--- config.mk ---
export PLATFORM = sky130hd
export DESIGN_NAME = alu_seq_flat
export DESIGN_NICKNAME = d
export VERILOG_FILES = /design/src/rtl/alu_seq_if.sv /design/src/rtl/alu_seq.sv /design/src/flat_wrapper.sv
export SDC_FILE = /design/constraint.sdc
export NUM_CORES = 1
export LEC_CHECK = 0
export CORE_ASPECT_RATIO = 0.75
export CORE_MARGIN = 1.5
export CORE_UTILIZATION = 52
export DETAILED_ROUTE_END_ITERATION = 16
export MAX_ROUTING_LAYER = met4
export PLACE_DENSITY = 0.75
export SLEW_MARGIN = 5
export SYNTH_ARGS = -nofsm -noshare
export SYNTH_HDL_FRONTEND = slang
export SYNTH_SLANG_ARGS = --single-unit
--- constraint.sdc ---
create_clock -name clk -period 3.23 [get_ports clk]
set_clock_uncertainty 0.2 [all_clocks]
set_input_delay 0.4845 -clock clk [delete_from_list [all_inputs] [get_ports clk]]
set_output_delay 0.4845 -clock clk [all_outputs]
set_load 0.1 [all_outputs]
--- src/rtl/alu_seq_if.sv ---
// alu_seq_if: handshake and data bundle between the CPU sequencer and alu_seq.
//   in_valid/in_ready   : operation issue handshake (sequencer -> ALU)
//   op, ai, bi, ci, dec : operation code, operands, carry in, decimal request
//   out_valid/out_ready : result handshake (ALU -> consumer)
//   res, flag_c/v/n/z   : result and condition flags
// master = sequencer side, slave = ALU side.
interface alu_seq_if #(
    parameter int WIDTH = 8
);
    logic             in_valid;
    logic             in_ready;
    logic [2:0]       op;
    logic [WIDTH-1:0] ai;
    logic [WIDTH-1:0] bi;
    logic             ci;
    logic             dec;
    logic             out_valid;
    logic             out_ready;
    logic [WIDTH-1:0] res;
    logic             flag_c;
    logic             flag_v;
    logic             flag_n;
    logic             flag_z;

    modport master (
        output in_valid, op, ai, bi, ci, dec, out_ready,
        input  in_ready, out_valid, res, flag_c, flag_v, flag_n, flag_z
    );

    modport slave (
        input  in_valid, op, ai, bi, ci, dec, out_ready,
        output in_ready, out_valid, res, flag_c, flag_v, flag_n, flag_z
    );
endinterface

--- src/rtl/alu_seq.sv ---
// alu_seq: handshaked ALU. Binary AND/OR/XOR/shift/ADD/SUB/PASS complete in one
// cycle; 6502-style decimal ADD/SUB iterate one nibble per cycle, LSB first.
// Ports:
//   clk  : clock, all state on the rising edge
//   rst  : asynchronous active-high reset, aborts any operation in flight
//   bus  : alu_seq_if.slave (issue handshake, operands, result, flags)
// Parameters:
//   WIDTH   : operand width, multiple of 4 when DECIMAL=1
//   DECIMAL : 1 enables decimal ADD/SUB, 0 treats every op as binary
//
// state | meaning
// IDLE  | in_ready high, waiting for an op
// DEC   | decimal add/sub, one nibble processed per cycle
// DONE  | out_valid high, result/flags held until out_ready
module alu_seq #(
    parameter int WIDTH   = 8,
    parameter bit DECIMAL = 1'b1
) (
    input  logic     clk,
    input  logic     rst,
    alu_seq_if.slave bus
);
    localparam int NIB = WIDTH / 4;
    localparam int CW  = (NIB > 1) ? $clog2(NIB) : 1;
    localparam logic [CW-1:0] CNT_LOAD = CW'(NIB - 1);

    localparam logic [2:0] OP_AND  = 3'd0;
    localparam logic [2:0] OP_OR   = 3'd1;
    localparam logic [2:0] OP_XOR  = 3'd2;
    localparam logic [2:0] OP_SR   = 3'd3;
    localparam logic [2:0] OP_SL   = 3'd4;
    localparam logic [2:0] OP_ADD  = 3'd5;
    localparam logic [2:0] OP_SUB  = 3'd6;

    typedef enum logic [1:0] {
        IDLE = 2'd0,
        DEC  = 2'd1,
        DONE = 2'd2
    } state_t;

    state_t           state;
    logic [WIDTH-1:0] a_sh;
    logic [WIDTH-1:0] b_sh;
    logic [WIDTH-1:0] acc;
    logic             carry;
    logic             is_sub;
    logic             v_hold;
    logic [CW-1:0]    cnt;

    // Binary result, computed straight from the bus so it can be registered
    // on the accept edge.
    logic [WIDTH-1:0] s;
    logic [WIDTH-1:0] b_eff;
    logic [WIDTH:0]   sum;
    logic [WIDTH-1:0] bin_res;
    logic             bin_c;
    logic             bin_v;
    logic             dec_op;

    always_comb begin
        s       = bus.ai | bus.bi;
        b_eff   = (bus.op == OP_SUB) ? ~bus.bi : bus.bi;
        sum     = {1'b0, bus.ai} + {1'b0, b_eff} + {{WIDTH{1'b0}}, bus.ci};
        bin_res = bus.ai;
        bin_c   = 1'b0;
        bin_v   = 1'b0;
        case (bus.op)
            OP_AND: bin_res = bus.ai & bus.bi;
            OP_OR:  bin_res = bus.ai | bus.bi;
            OP_XOR: bin_res = bus.ai ^ bus.bi;
            OP_SR: begin
                bin_res = {bus.ci, s[WIDTH-1:1]};
                bin_c   = s[0];
            end
            OP_SL: begin
                bin_res = {s[WIDTH-2:0], bus.ci};
                bin_c   = s[WIDTH-1];
            end
            OP_ADD, OP_SUB: begin
                bin_res = sum[WIDTH-1:0];
                bin_c   = sum[WIDTH];
                bin_v   = (bus.ai[WIDTH-1] ^ sum[WIDTH-1]) & (b_eff[WIDTH-1] ^ sum[WIDTH-1]);
            end
            default: bin_res = bus.ai;
        endcase
        dec_op = DECIMAL && bus.dec && ((bus.op == OP_ADD) || (bus.op == OP_SUB));
    end

    // One decimal digit step on the low nibble of the operand shifters.
    // t_sub is 6 bits so a_k - b_k - borrow (down to -16) keeps a valid sign bit.
    logic [4:0]       t_add;
    logic [5:0]       t_sub;
    logic [3:0]       digit;
    logic             c_nxt;
    logic [WIDTH+3:0] acc_wide;
    logic [WIDTH-1:0] acc_nxt;

    always_comb begin
        t_add = {1'b0, a_sh[3:0]} + {1'b0, b_sh[3:0]} + {4'd0, carry};
        t_sub = {2'b0, a_sh[3:0]} - {2'b0, b_sh[3:0]} - {5'd0, ~carry};
        if (is_sub) begin
            if (t_sub[5]) begin
                digit = t_sub[3:0] - 4'd6;
                c_nxt = 1'b0;
            end else begin
                digit = t_sub[3:0];
                c_nxt = 1'b1;
            end
        end else if (t_add > 5'd9) begin
            digit = t_add[3:0] + 4'd6;
            c_nxt = 1'b1;
        end else begin
            digit = t_add[3:0];
            c_nxt = 1'b0;
        end
        // New digit enters at the top; after WIDTH/4 steps digit 0 sits at the bottom.
        acc_wide = {digit, acc} >> 4;
        acc_nxt  = acc_wide[WIDTH-1:0];
    end

    always_ff @(posedge clk or posedge rst) begin
        if (rst) begin
            state         <= IDLE;
            bus.in_ready  <= 1'b1;
            bus.out_valid <= 1'b0;
            bus.res       <= '0;
            bus.flag_c    <= 1'b0;
            bus.flag_v    <= 1'b0;
            bus.flag_n    <= 1'b0;
            bus.flag_z    <= 1'b0;
            a_sh          <= '0;
            b_sh          <= '0;
            acc           <= '0;
            carry         <= 1'b0;
            is_sub        <= 1'b0;
            v_hold        <= 1'b0;
            cnt           <= '0;
        end else begin
            case (state)
                IDLE: begin
                    if (bus.in_valid) begin
                        bus.in_ready <= 1'b0;
                        if (dec_op) begin
                            state  <= DEC;
                            a_sh   <= bus.ai;
                            b_sh   <= bus.bi;
                            acc    <= '0;
                            carry  <= bus.ci;
                            is_sub <= (bus.op == OP_SUB);
                            v_hold <= bin_v;
                            cnt    <= CNT_LOAD;
                        end else begin
                            state         <= DONE;
                            bus.out_valid <= 1'b1;
                            bus.res       <= bin_res;
                            bus.flag_c    <= bin_c;
                            bus.flag_v    <= bin_v;
                            bus.flag_n    <= bin_res[WIDTH-1];
                            bus.flag_z    <= (bin_res == '0);
                        end
                    end
                end
                DEC: begin
                    carry <= c_nxt;
                    acc   <= acc_nxt;
                    a_sh  <= a_sh >> 4;
                    b_sh  <= b_sh >> 4;
                    if (cnt == '0) begin
                        state         <= DONE;
                        bus.out_valid <= 1'b1;
                        bus.res       <= acc_nxt;
                        bus.flag_c    <= c_nxt;
                        bus.flag_v    <= v_hold;
                        bus.flag_n    <= acc_nxt[WIDTH-1];
                        bus.flag_z    <= (acc_nxt == '0);
                    end else begin
                        cnt <= cnt - CW'(1);
                    end
                end
                DONE: begin
                    if (bus.out_ready) begin
                        state         <= IDLE;
                        bus.out_valid <= 1'b0;
                        bus.in_ready  <= 1'b1;
                    end
                end
                default: state <= IDLE;
            endcase
        end
    end
endmodule

--- src/flat_wrapper.sv ---
// flat-port wrapper written by rule: the top's interface ports become plain ports
module alu_seq_flat 
#(
    parameter int WIDTH   = 8,
    parameter bit DECIMAL = 1'b1
)
  (clk, rst, bus_in_valid, bus_op, bus_ai, bus_bi, bus_ci, bus_dec, bus_out_ready, bus_in_ready, bus_out_valid, bus_res, bus_flag_c, bus_flag_v, bus_flag_n, bus_flag_z);
  alu_seq_if #(.WIDTH(WIDTH)) bus_i ();
  input  logic clk;
  input  logic rst;
  input wire logic [$bits(bus_i.in_valid)-1:0] bus_in_valid;
  input wire logic [$bits(bus_i.op)-1:0] bus_op;
  input wire logic [$bits(bus_i.ai)-1:0] bus_ai;
  input wire logic [$bits(bus_i.bi)-1:0] bus_bi;
  input wire logic [$bits(bus_i.ci)-1:0] bus_ci;
  input wire logic [$bits(bus_i.dec)-1:0] bus_dec;
  input wire logic [$bits(bus_i.out_ready)-1:0] bus_out_ready;
  output wire logic [$bits(bus_i.in_ready)-1:0] bus_in_ready;
  output wire logic [$bits(bus_i.out_valid)-1:0] bus_out_valid;
  output wire logic [$bits(bus_i.res)-1:0] bus_res;
  output wire logic [$bits(bus_i.flag_c)-1:0] bus_flag_c;
  output wire logic [$bits(bus_i.flag_v)-1:0] bus_flag_v;
  output wire logic [$bits(bus_i.flag_n)-1:0] bus_flag_n;
  output wire logic [$bits(bus_i.flag_z)-1:0] bus_flag_z;
  assign bus_i.in_valid = bus_in_valid;
  assign bus_i.op = bus_op;
  assign bus_i.ai = bus_ai;
  assign bus_i.bi = bus_bi;
  assign bus_i.ci = bus_ci;
  assign bus_i.dec = bus_dec;
  assign bus_i.out_ready = bus_out_ready;
  assign bus_in_ready = bus_i.in_ready;
  assign bus_out_valid = bus_i.out_valid;
  assign bus_res = bus_i.res;
  assign bus_flag_c = bus_i.flag_c;
  assign bus_flag_v = bus_i.flag_v;
  assign bus_flag_n = bus_i.flag_n;
  assign bus_flag_z = bus_i.flag_z;
  alu_seq #(.WIDTH(WIDTH), .DECIMAL(DECIMAL)) u_core (.clk(clk), .rst(rst), .bus(bus_i));
endmodule
==> summary.md <==
| Metric | Value |
|---|---|
| Clock Sinks | `39` |
| Number of global-route vias before repair | `3361` |
| Overall Global Routing Usage | `0.2833` |
| Most common cell in the netlist | `nand2_1` |
| Clock latency on the worst-skew pair | `0.31 ns` |
| DR iter-0 viols | `250` |
| Max Cap Viol | `0` |
| Fmax | `317.0 MHz` |
| Maximum vdd drop | `0.8104 mV` |
| Warnings, synthesis | `0` |
| Hold Vio Cnt, Final | `0` |
| Core Region | `6766 sq um` |
| R2r endpoint | `u_core.bus.res[5]` |
| Seq cells post-synth | `39` |
| Die W | `99.19 microns` |
| Cell Rows | `26` |
| DR vias/cell | `5.990` |
| Num CTS Buffers | `5` |
| Syn Area/Cell | `8.353 sq um` |
| Fraction of registers with async set/reset | `1.000` |
| Area after DPL | `4278 sq um` |
| Hold EP | `u_core.bus.res[3]` |
| Commonest cells in the synthesized netlist | `nand2_1 (46), dfrtp_1 (38), inv_1 (38)` |
| Register area | `977.2 sq um` |
| I/O pin cnt | `39` |
| Worst slew pin tran | `1.080 ns` |
| Slew Viols, Final | `0` |
| DRC viols | `0` |
| Post-DRT Antenna Nets | `0` |
| Final core utilization | `0.6955` |
| Tot Pwr | `5021 uW` |
| CTS root buffer | `clkbuf_8` |
| Top cell type by total area after synthesis | `dfrtp_1` |
| Final min period | `3.155 ns` |
| Antenna cells | `0` |
| Non-Filler Instances | `597` |
| Post-Syn Instances | `432` |
| WL final | `10.01 mm` |
| Antenna violations before repair | `0` |
| Largest net degree at the start of global routing | `40` |
| Nets | `576` |
| Arrival @ worst endpoint | `3.20 ns` |
| Detailed Routing Iterations Pass 1 | `5` |
| Area of the multi-input gates | `2549 sq um` |
| CTS Hold Bufs | `0` |
| Data required time of the worst path | `3.28 ns` |
| Synth Cell Area | `3608 sq um` |
| Synth area leaders | `dfrtp_1 (26%), ha_1 (12%), a21oi_1 (4.9%)` |
| TritonCTS clock tree | `done` |
| Reg clk slew, reported paths | `0.08 ns` |
| Area grow syn2layout | `30.41%` |
| Max-slew headroom | `0.2801` |
| Fin area | `4706 sq um` |
| Total number of vias | `3576` |
| Distinct cell type count after synthesis | `71` |
| Worst reg-to-reg setup slack | `0.12 ns` |
| Placed Instances | `576` |
| Worst Hold Launch | `u_core.bus.res[3]` |
| PortBufs | `38` |
| H-tree Lvls | `2` |
| Die height | `75.14 microns` |
| PD cells | `1067 nW/um^2` |
| Worst r2r src | `u_core.b_sh[0]` |
| Routability Congestion | `1.004` |
| Ratio of cells with drive above 1 in the final layout | `0.2690` |
| Starting Density | `0.5333` |
| Post-synth EDFFs | `0` |
| Status | `completed` |
| Part of the Yosys area used for sequential elements | `0.2708` |
| CP endpoint kind | `register` |
| Critical path type | `in -> reg` |
| Reg2reg path depth | `13` |
| Pre-CTS setup slack | `-0.6921 ns` |
| WL per Instance | `16.76 microns` |
| Fillers | `569` |
| Prevailing post-synth register cell | `dfrtp_1` |
| Worst setup margin | `0.07521 ns` |
| Final setup viols | `0` |
| Hold Path Stages | `2` |
| Final HPWL DP | `7.652 mm` |
| Lkg Pwr | `0.002199 uW` |
| Die Area | `7453 sq um` |
| Crit-path max FO | `2` |
| First-pass GRT wire length | `15.92 mm` |
| CTS max path bufs | `2` |
| Mapped Nets | `496` |
| Worst hold path type | `reg -> reg` |
| CP startpoint kind | `input pin` |
| Grt ovf | `0` |
| Synth top area share | `0.2635` |
| Final period util | `0.9767` |
==> registers in the layout, summed over array words and instances, names as in the netlist, 2 cells and up <==
signal          cells
u_core.a_sh         8
u_core.b_sh         8
u_core.bus.res      7
u_core.state        2
u_core.acc          4
==> metal layers <==
| layer | GRT usage | share of wire |
|---|---|---|
| met1 | 0.3602 | 0.44 |
| met2 | 0.4552 | 0.45 |
| met3 | 0.07892 | 0.086 |
| met4 | 0.06886 | 0.021 |
| met5 | - | 0 |
==> cell families after synthesis <==
group	Yosys count	synth area share
compound gates	134	0.2497
mux	13	0.04091
buf+inv	64	0.08044
flops	39	0.2708
simple gates	122	0.1595
xor+xnor	21	0.05305
fa+ha+maj	39	0.1456
==> worst max path at each step <==
stage	start	endpoint	slack [ns]	cells after the start
after floorplan	bus_op[2]	u_core.bus.flag_z	-0.13	15
after global placement	bus_op[2]	u_core.bus.flag_z	-0.56	14
after detailed placement	bus_op[2]	u_core.bus.flag_z	-0.69	14
after CTS	u_core.a_sh[0]	u_core.bus.flag_n	0.001	15
after global routing	bus_op[1]	u_core.bus.flag_z	-0.03	14
final	bus_op[1]	u_core.bus.flag_z	0.08	14
==> power by group <==
part | switching [uW] | internal (uW)
Sequential | 127 | 664
Clock | 199 | 314
Combinational | 2070 | 1650
Total | 2400 | 2630
==> repair_timing <==
action / 4_1_cts / 5_1_grt
buffers inserted: 7 / 6
endpoints found under the setup margin: 9 / 12
resized for setup: 24 / 34
pin swaps: 19 / 30
==> cell type report <==
| cell class | count | share of cell area |
|---|---|---|
| multi-input combinational | 329 | 0.5416 |
| sequential | 39 | 0.2077 |
| timing repair buffer | 97 | 0.1667 |
| inverter | 40 | 0.03191 |
| tap | 84 | 0.02233 |
| clock inverter | 3 | 0.01516 |
| clock buffer | 5 | 0.01462 |
==> layout by cell type (no fill, tap or decap), types with 5 or more instances in the layout <==
cell type	instances
nand3_1	7
a21o_1	6
mux2i_1	8
buf_4	71
nor2b_1	5
a211oi_1	9
inv_1	30
nor3_1	7
xnor2_1	12
o21ai_0	15
dfrtp_1	38
nor2_1	31
o21ai_1	14
inv_2	9
nand2_1	45
ha_1	30
clkbuf_8	5
clkdlybuf4s50_1	18
a21oi_1	32
o31ai_1	6
==> worst max-delay path: stages <==
cell and delay [ns]:
buf_2 0.10, nand2_2 0.06, or2_4 0.24, xnor2_2 0.14, fa_2 0.23, inv_2 0.04
fa_2 0.35, xor2_1 0.17, a221o_1 0.30, a211oi_2 0.25, nand4_1 0.20, a2111oi_4 0.38
o2111ai_2 0.15, nand3_1 0.10
==> stage by stage <==
step / hold slack (ns) / TNS (ns)
finish: 0.2959 / 0
global placement: 0.2689 / -4.183
CTS: 0.2896 / 0
floorplan: 0.2554 / -0.1374
detailed placement: 0.2705 / -5.537
global route: 0.3279 / -0.04797
Power figures use the tool's default switching activity.
